### src/rtl/fdiv_seq_if.sv
// Operand/result handshake bundle for the sequential FP divider.
// The master drives operands; the slave (the divider) returns the strobed result.
interface fdiv_seq_if;
    logic        in_valid;
    logic        in_ready;
    logic [31:0] x1;
    logic [31:0] x2;
    logic        out_valid;
    logic [31:0] y;
    logic        ovf;
    logic        unf;
    logic        dz;

    modport master (
        output in_valid, x1, x2,
        input  in_ready, out_valid, y, ovf, unf, dz
    );
    modport slave (
        input  in_valid, x1, x2,
        output in_ready, out_valid, y, ovf, unf, dz
    );
endinterface

### src/rtl/fdiv_seq.sv
// Sequential single-precision divider y = x1/x2: radix-2 restoring, one quotient bit per cycle.
// Define FDIV_EARLY_SPECIAL_EN to let zero-operand operations skip the iteration.
module fdiv_seq #(
    parameter int QBITS = 26
) (
    input  logic    clk,
    input  logic    rstn,
    fdiv_seq_if.slave bus
);
    typedef enum logic [1:0] {IDLE, DIV, ROUND} state_t;

    state_t             state, state_nx;
    logic               accept;
    logic [4:0]         cnt;
    logic [24:0]        rem;
    logic [23:0]        m2_r;
    logic [QBITS-1:0]   q;
    logic               sgn, z1, z2;
    logic signed [9:0]  ep;

    // operand unpack; exponent 0 means zero, so the hidden bit is simply e!=0
    logic [7:0]        e1, e2;
    logic [23:0]       m1_in, m2_in;
    logic signed [9:0] ep_in;
    assign e1    = bus.x1[30:23];
    assign e2    = bus.x2[30:23];
    assign m1_in = {(e1 != 8'd0), bus.x1[22:0]};
    assign m2_in = {(e2 != 8'd0), bus.x2[22:0]};
    assign ep_in = $signed({2'b00, e1}) - $signed({2'b00, e2}) + 10'sd127;

    always_comb begin
        state_nx = state;
        accept   = 1'b0;
        case (state)
            IDLE: if (bus.in_valid) begin
                accept   = 1'b1;
`ifdef FDIV_EARLY_SPECIAL_EN
                if ((e1 == 8'd0) || (e2 == 8'd0)) state_nx = ROUND;
                else                              state_nx = DIV;
`else
                state_nx = DIV;
`endif
            end
            DIV:     if (cnt == 5'd0) state_nx = ROUND;
            ROUND:   state_nx = IDLE;
            default: state_nx = IDLE;
        endcase
    end

    assign bus.in_ready = (state == IDLE);

    // restoring step: remainder stays below 2*m2, so 25 bits suffice
    logic        ge;
    logic [24:0] rem_sub, rem_nx;
    assign ge      = (rem >= {1'b0, m2_r});
    assign rem_sub = ge ? (rem - {1'b0, m2_r}) : rem;
    assign rem_nx  = rem_sub << 1;

    // normalize on q[QBITS-1], round half-up on guard
    logic [22:0]       mant_raw;
    logic              guard;
    logic signed [9:0] e_pre, e_fin;
    logic [23:0]       mant_sum;
    logic [31:0]       res_y;
    logic              res_ovf, res_unf, res_dz;

    always_comb begin
        if (q[QBITS-1]) begin
            mant_raw = q[QBITS-2:2];
            guard    = q[1];
            e_pre    = ep;
        end else begin
            mant_raw = q[QBITS-3:1];
            guard    = q[0];
            e_pre    = ep - 10'sd1;
        end
        mant_sum = {1'b0, mant_raw} + {23'd0, guard};
        e_fin    = mant_sum[23] ? (e_pre + 10'sd1) : e_pre;

        res_ovf = 1'b0;
        res_unf = 1'b0;
        res_dz  = 1'b0;
        if (z1) begin
            res_y = 32'd0;
        end else if (z2) begin
            res_dz = 1'b1;
            res_y  = {sgn, 8'hFF, 23'd0};
        end else if (e_fin >= 10'sd255) begin
            res_ovf = 1'b1;
            res_y   = {sgn, 8'hFF, 23'd0};
        end else if (e_fin <= 10'sd0) begin
            res_unf = 1'b1;
            res_y   = {sgn, 31'd0};
        end else begin
            res_y = {sgn, e_fin[7:0], mant_sum[22:0]};
        end
    end

    always_ff @(posedge clk or negedge rstn) begin
        if (!rstn) begin
            state         <= IDLE;
            cnt           <= 5'd0;
            rem           <= 25'd0;
            m2_r          <= 24'd0;
            q             <= '0;
            sgn           <= 1'b0;
            z1            <= 1'b0;
            z2            <= 1'b0;
            ep            <= 10'sd0;
            bus.out_valid <= 1'b0;
            bus.y         <= 32'd0;
            bus.ovf       <= 1'b0;
            bus.unf       <= 1'b0;
            bus.dz        <= 1'b0;
        end else begin
            state         <= state_nx;
            bus.out_valid <= 1'b0;
            if (accept) begin
                rem     <= {1'b0, m1_in};
                m2_r    <= m2_in;
                q       <= '0;
                cnt     <= 5'(QBITS - 1);
                sgn     <= bus.x1[31] ^ bus.x2[31];
                z1      <= (e1 == 8'd0);
                z2      <= (e2 == 8'd0);
                ep      <= ep_in;
                bus.ovf <= 1'b0;
                bus.unf <= 1'b0;
                bus.dz  <= 1'b0;
            end
            if (state == DIV) begin
                rem <= rem_nx;
                q   <= {q[QBITS-2:0], ge};
                cnt <= cnt - 5'd1;
            end
            if (state == ROUND) begin
                bus.y         <= res_y;
                bus.ovf       <= res_ovf;
                bus.unf       <= res_unf;
                bus.dz        <= res_dz;
                bus.out_valid <= 1'b1;
            end
        end
    end
endmodule

### src/flat_wrapper.sv
// flat-port wrapper written by rule: the top's interface ports become plain ports
module fdiv_seq_flat 
#(
    parameter int QBITS = 26
)
  (clk, rstn, bus_in_valid, bus_x1, bus_x2, bus_in_ready, bus_out_valid, bus_y, bus_ovf, bus_unf, bus_dz);
  fdiv_seq_if bus_i ();
  input  logic clk;
  input  logic rstn;
  input wire logic [$bits(bus_i.in_valid)-1:0] bus_in_valid;
  input wire logic [$bits(bus_i.x1)-1:0] bus_x1;
  input wire logic [$bits(bus_i.x2)-1:0] bus_x2;
  output wire logic [$bits(bus_i.in_ready)-1:0] bus_in_ready;
  output wire logic [$bits(bus_i.out_valid)-1:0] bus_out_valid;
  output wire logic [$bits(bus_i.y)-1:0] bus_y;
  output wire logic [$bits(bus_i.ovf)-1:0] bus_ovf;
  output wire logic [$bits(bus_i.unf)-1:0] bus_unf;
  output wire logic [$bits(bus_i.dz)-1:0] bus_dz;
  assign bus_i.in_valid = bus_in_valid;
  assign bus_i.x1 = bus_x1;
  assign bus_i.x2 = bus_x2;
  assign bus_in_ready = bus_i.in_ready;
  assign bus_out_valid = bus_i.out_valid;
  assign bus_y = bus_i.y;
  assign bus_ovf = bus_i.ovf;
  assign bus_unf = bus_i.unf;
  assign bus_dz = bus_i.dz;
  fdiv_seq #(.QBITS(QBITS)) u_core (.clk(clk), .rstn(rstn), .bus(bus_i));
endmodule
### config.mk
export PLATFORM = sky130hd
export DESIGN_NAME = fdiv_seq_flat
export DESIGN_NICKNAME = d
export VERILOG_FILES = /design/src/rtl/fdiv_seq_if.sv /design/src/rtl/fdiv_seq.sv /design/src/flat_wrapper.sv
export SDC_FILE = /design/constraint.sdc
export NUM_CORES = 1
export LEC_CHECK = 0
export CORE_MARGIN = 5
export CORE_UTILIZATION = 41
export DETAILED_ROUTE_END_ITERATION = 8
export PLACE_DENSITY = 0.68
export SLEW_MARGIN = 25
export SYNTH_ARGS = -nofsm -noshare
export SYNTH_HDL_FRONTEND = slang
export SYNTH_SLANG_ARGS = --single-unit
### constraint.sdc
create_clock -name clk -period 6.4 [get_ports clk]
set_input_delay 1.6 -clock clk [delete_from_list [all_inputs] [get_ports clk]]
set_output_delay 1.6 -clock clk [all_outputs]
set_load 0.005 [all_outputs]
Word-level counts from Yosys, hierarchy flattened
Index checks and enable logic that the tools add are counted.
Operators by class
  add/sub/neg operators: 7
  $lt $le $gt $ge: 3
  eq/ne operators: 4
  multiplexer cells: 34
  bitwise gates (word level): 1
  reduce and logical (&&, ||, !) cells: 9
Operators with widths (count)
  $mux 31: 3
  $mux 26: 2
  $mux 25: 2
  $mux 32: 1
  $ge 25x24->1: 1
  $add 23x1->24: 1
  $mux 24: 1
  $sub 24x24->24: 1
  $mux 23: 1
  $mux 10: 2
  $mux 1: 17
  $logic_not 8->1: 2
  $reduce_bool 8->1: 2
  $add 10x2->10 const B: 1
  $add 10x8->10 const B: 1
  $ge 10x9->1 const B: 1
  $le 10x1->1 const B: 1
  $mux 5: 2
  $sub 10x2->10 const B: 1
  $sub 8x8->9: 1
  $logic_not 5->1: 1
  $sub 5x1->5 const B: 1
  $mux 2: 2
  $pmux 2 s2: 1
  8 further kinds: 9
Storage, ports and cells
  register bits: 131
  input bits: 67

Logic depth before layout (Yosys ltp)
  depth in word-level cells: 10
  gate-level depth with buffers: 18

Worst setup path after synthesis
No wires, ideal clock.
  path kind: register to register
  start point: register u_core.q[25]
  end point: register u_core.bus.y[10]
  setup time: 121 ps
  arrival: 4552 ps
  setup slack: 1727 ps
  cell stages (with the launch flop): 18
  path buffers: 6
  clock period less this slack: 4673 ps
  cell sequence: dfrtp_1 -> buf_4 -> buf_4 -> buf_1 -> buf_1 -> clkbuf_1 -> mux2_2 -> ha_1 -> and4_1 -> nand4_1 -> or4_1 -> or4_1 -> a21oi_1 -> nand3_1 -> o41ai_4 -> and4bb_4 -> buf_6 -> a22o_1
On the way
  longest elaborated chain between the ends: 8
RTL lines
  start, declared: RTL line fdiv_seq.sv:17  | logic [QBITS-1:0] q;
  start signal, assigned: RTL line fdiv_seq.sv:133  | q <= {q[QBITS-2:0], ge};
  $mux 23 (tied with other cells): RTL line fdiv_seq.sv:68  | if (q[QBITS-1]) begin
  $add 23x1->24 or $add 10x2->10 (tied branches): RTL line fdiv_seq.sv:77, fdiv_seq.sv:78
  $mux 10: RTL line fdiv_seq.sv:78  | e_fin = mant_sum[23] ? (e_pre + 10'sd1) : e_pre;
  $le 10x1->1: RTL line fdiv_seq.sv:91  | end else if (e_fin <= 10'sd0) begin
  $mux 31: RTL line fdiv_seq.sv:91
  $mux 31 *: RTL line fdiv_seq.sv:88  | end else if (e_fin >= 10'sd255) begin
  $mux 31 *: RTL line fdiv_seq.sv:85  | end else if (z2) begin
  $mux 32 *: RTL line fdiv_seq.sv:83  | if (z1) begin
  end signal, assigned: RTL line fdiv_seq.sv:137  | bus.y <= res_y;
  end, declared: RTL line fdiv_seq_if.sv:20  | output in_ready, out_valid, y, ovf, unf, dz
Every way passes the cells marked *; elsewhere a longest branch is shown, timed or not.
A chain may end at the register's enable or synchronous reset.

Final worst setup path
  start point: input port bus_x2[23]
  end point: register u_core.ep[8]
On the way
  longest elaborated chain between the ends: 2
RTL lines
  start, declared: RTL line flat_wrapper.sv:12  | input wire logic [$bits(bus_i.x2)-1:0] bus_x2;
  $sub 8x8->9: RTL line fdiv_seq.sv:29  | assign ep_in = $signed({2'b00, e1}) - $signed({2'b00, e2}) + 10'sd127;
  $add 10x8->10: RTL line fdiv_seq.sv:29
  end signal, assigned: RTL line fdiv_seq.sv:126  | ep <= ep_in;
  end, declared: RTL line fdiv_seq.sv:19  | logic signed [9:0] ep;
No other way between the ends.

==> metrics.md <==
| Metric | Value |
|---|---|
| Status | `finished clean` |
| Vias/cell | `5.31` |
| # setup viols final | `0` |
| R2R cell count | `10` |
| Max Fclk | `237 MHz` |
| Worst path most repeated cell | `xnor2_1` |
| Fin area | `10600 sq um` |
| Final Max Slew Viols | `0` |
| CTS H-tree depth | `4` |
| Leading area contributor after synthesis | `dfrtp_1` |
| Total Wirelength | `20600 microns` |
| Clock transition at path regs | `0.06 ns` |
| Critical register-to-register path endpoint | `u_core.bus.y[22]$_DFFE_PN0P_` |
| Post-synth top area share | `0.375` |
| Kind of critical path | `input pin to register` |
| Slowest cell delay on critical path | `0.56 ns` |
| Overall Power | `5.55 mW` |
| Dpl ws | `1.77 ns` |
| Die Area | `24300 sq um` |
| FF+latch area | `3280 sq um` |
| Final core utilization | `0.502` |
| Rows | `53` |
| Vias in the first global route | `7100` |
| Max Root-Sink Buffers | `2` |
| Clk root buf | `clkbuf_16` |
| Cells after Synth | `1019` |
| Inserted Diodes | `0` |
| Syn Nets | `1127` |
| Post-DP HPWL | `14400 microns` |
| Starting Density | `0.416` |
| Setup_tns | `0 ns` |
| Comb power frac | `0.547` |
| Die H | `156 microns` |
| #FFs+latches synth | `131` |
| Min Clock Period, post-route | `4.22 ns` |
| Post-synthesis area per instance | `8.58 sq um` |
| Crit. Startpoint | `bus_x2[23]` |
| Clk_lat worst skew | `0.42 ns` |
| Setup slack, reg-to-reg | `2.37 ns` |
| Max Cap Viol | `0` |
| Filler Cell Count | `1932` |
| Int Power | `3.21 mW` |
| RePlAce Congestion | `0.879` |
| PostCTS Resize Cnt | `0` |
| Total core area | `21000 sq um` |
| Slowest cell on the critical path | `a2111oi_0` |
| TritonCTS Sinks | `131` |
| Crit start category | `input pin` |
| Worst Path Required | `6.68 ns` |
| Num CTS Buffers | `17` |
| Slew headroom | `0.340` |
| Flop pwr share | `0.261` |
| Sw frac | `0.421` |
| PnR worst setup slack | `2.18 ns` |
| Antenna violations before repair | `0` |
| CP Max Fanout | `4` |
| Critical path capture point type | `register` |
| Most frequent cells in the layout | `nand2_1, dfrtp_1, clkdlybuf4s50_1, o21ai_0, inv_1` |
| Ys async rst share | `1.00` |
| Clock Skew | `0.00487 ns` |
| Switching power | `2.34 mW` |
| P&R area growth vs syn | `20.8%` |
| Syn Std Cell Area | `8740 sq um` |
| GRT Total Usage | `0.174` |
| Setup Buffers After CTS | `0` |
| RR Startpoint | `u_core.q[25]$_DFFE_PN0P_` |
| EDFF count, synth | `0` |
| Final period util | `0.660` |
| Worst-margin pin slew | `0.990 ns` |
| Min-delay worst type | `register to register` |
| Share of cells above drive strength 1 | `0.0603` |
| Pwr/cell area | `526 nW/um^2` |
| Wirelength per Cell | `15.0 microns` |
| Register area share after synthesis | `0.375` |
| YS warnings | `0` |
| Via count | `7273` |
| Fin nets | `1191` |
| Synth Flop Type | `dfrtp_1` |
| Critical Path End | `u_core.ep[8]$_DFFE_PN0P_` |
| 1st-pass router iterations | `5` |
| Drt drc | `0` |
| Antenna Violating Nets Remaining | `0` |
| Leakage power | `4.53 nW` |
| CTS tree | `built` |
| Post-DP Area | `9910 sq um` |
| RSZ-0062 raised after global routing | `no` |
| IO Pins | `104` |
| DR iter-0 viols | `355` |
| CP Cell Sequence | `clkdlybuf4s50_1, ha_1, inv_1, fa_1, a21o_1, a21oi_1, xnor2_1, or2_2, a2111oi_0, nor3_1, xnor2_1, o21ai_0` |
| Unique masters post-synth | `70` |
| Global-route wire length before repair | `34900 microns` |
| Total grt overflow | `0` |
| Post-CTS Hold Buffers | `0` |
| Die Span X | `156 microns` |
| VDD IR-drop max | `0.000254 V` |
| Area contributors post-synth | `dfrtp_1, nand2_1, ha_1` |
| Area of the multi-input gates | `5000 sq um` |
| I/O Buffers | `103` |
| Clock power frac | `0.192` |
| Crit path arrival time | `4.50 ns` |
| Largest net degree at the start of global routing | `106` |
| Final Hold Vio Count | `0` |
| Most common cell after layout, fill and taps aside | `nand2_1` |
[final cells by class]
cell class | instances | area share
clock buffers | 23 | 0.0472
inverters | 55 | 0.0196
multi-input cells | 768 | 0.474
flip-flops and latches | 131 | 0.311
repair buffers | 110 | 0.102
clock inverters | 8 | 0.0140
well taps | 275 | 0.0326
[state kept, by name, indices dropped and copies added, names as in the netlist, 2 cells and up]
register	flops
u_core.q	26
u_core.state	2
u_core.m2_r	24
u_core.rem	25
u_core.bus.y	32
u_core.cnt	5
u_core.ep	10
[worst min-delay path by stage]
stage / start / endpoint / slack [ns] / cells past startpoint
finish: u_core.bus.y[31]$_DFFE_PN0P_ / u_core.bus.y[31]$_DFFE_PN0P_ / 0.47 / 2
global route: u_core.cnt[4]$_DFFE_PN0P_ / u_core.cnt[4]$_DFFE_PN0P_ / 0.51 / 1
CTS: u_core.bus.y[31]$_DFFE_PN0P_ / u_core.bus.y[31]$_DFFE_PN0P_ / 0.48 / 2
detailed placement: u_core.bus.y[31]$_DFFE_PN0P_ / u_core.bus.y[31]$_DFFE_PN0P_ / 0.47 / 2
global placement: u_core.bus.y[31]$_DFFE_PN0P_ / u_core.bus.y[31]$_DFFE_PN0P_ / 0.45 / 2
floorplan: u_core.cnt[4]$_DFFE_PN0P_ / u_core.cnt[4]$_DFFE_PN0P_ / 0.45 / 1
[stage by stage]
stage | std cells | hold slack (ns)
global route | 1370 | 0.514
finish | 1370 | 0.468
floorplan | 1019 | 0.446
CTS | 1370 | 0.481
detailed placement | 1339 | 0.468
global placement | 1339 | 0.450
[layer usage]
metal,part of all wire,GRT usage
met2,0.47,0.290
met1,0.47,0.235
met4,0.0083,0.0450
met3,0.044,0.0300
met5,0,0
[logic make-up after synthesis]
family | after synthesis | share of synthesized area
and+or+nand+nor | 366 | 0.203
AOI/OAI and AO/OA | 245 | 0.183
DFF | 131 | 0.375
buffers and inverters | 120 | 0.0553
xor gates and xnor gates | 74 | 0.0741
muxes | 42 | 0.0495
adders and majority gates | 41 | 0.0604
[cell usage after synthesis (5+ instances only)]
cell      number
o21ai_1        8
inv_1         54
a21boi_0       7
nand4_1       12
nand3_1       35
buf_1          5
nor2_1        45
a21o_1        13
dfrtp_1      131
ha_1          39
o211ai_1       7
o21bai_1       5
xnor2_1       45
nor2b_1        9
o21ai_0       80
nor3_1        16
nor4_1        10
mux2i_1       32
buf_2          7
xor2_1        29
a21oi_1       49
nand2_1      167
o31a_1         5
and3_1        26
or2_2          6
clkbuf_1      48
a31oi_1        5
and2_1         9
mux2_2         9
a22o_1        28
[worst max-delay path, delay by kind of cell]
family                     cells  cell delay, ns
and+or+nand+nor                2            0.46
AOI/OAI and AO/OA              4            1.06
buffers and inverters          2            0.54
adders and majority gates      2            0.57
xor gates and xnor gates       2            0.27
[power groups by stage]
stage / combinational (mW) / sequential (mW) / clock [mW]
floorplan: 2.49 / 1.31 / 0
global placement: 2.95 / 1.45 / 0
detailed placement: 3.01 / 1.46 / 0
CTS: 3.05 / 1.44 / 1.08
global route: 3.45 / 1.50 / 1.11
finish: 3.04 / 1.45 / 1.07
Power figures use the tool's default switching activity.
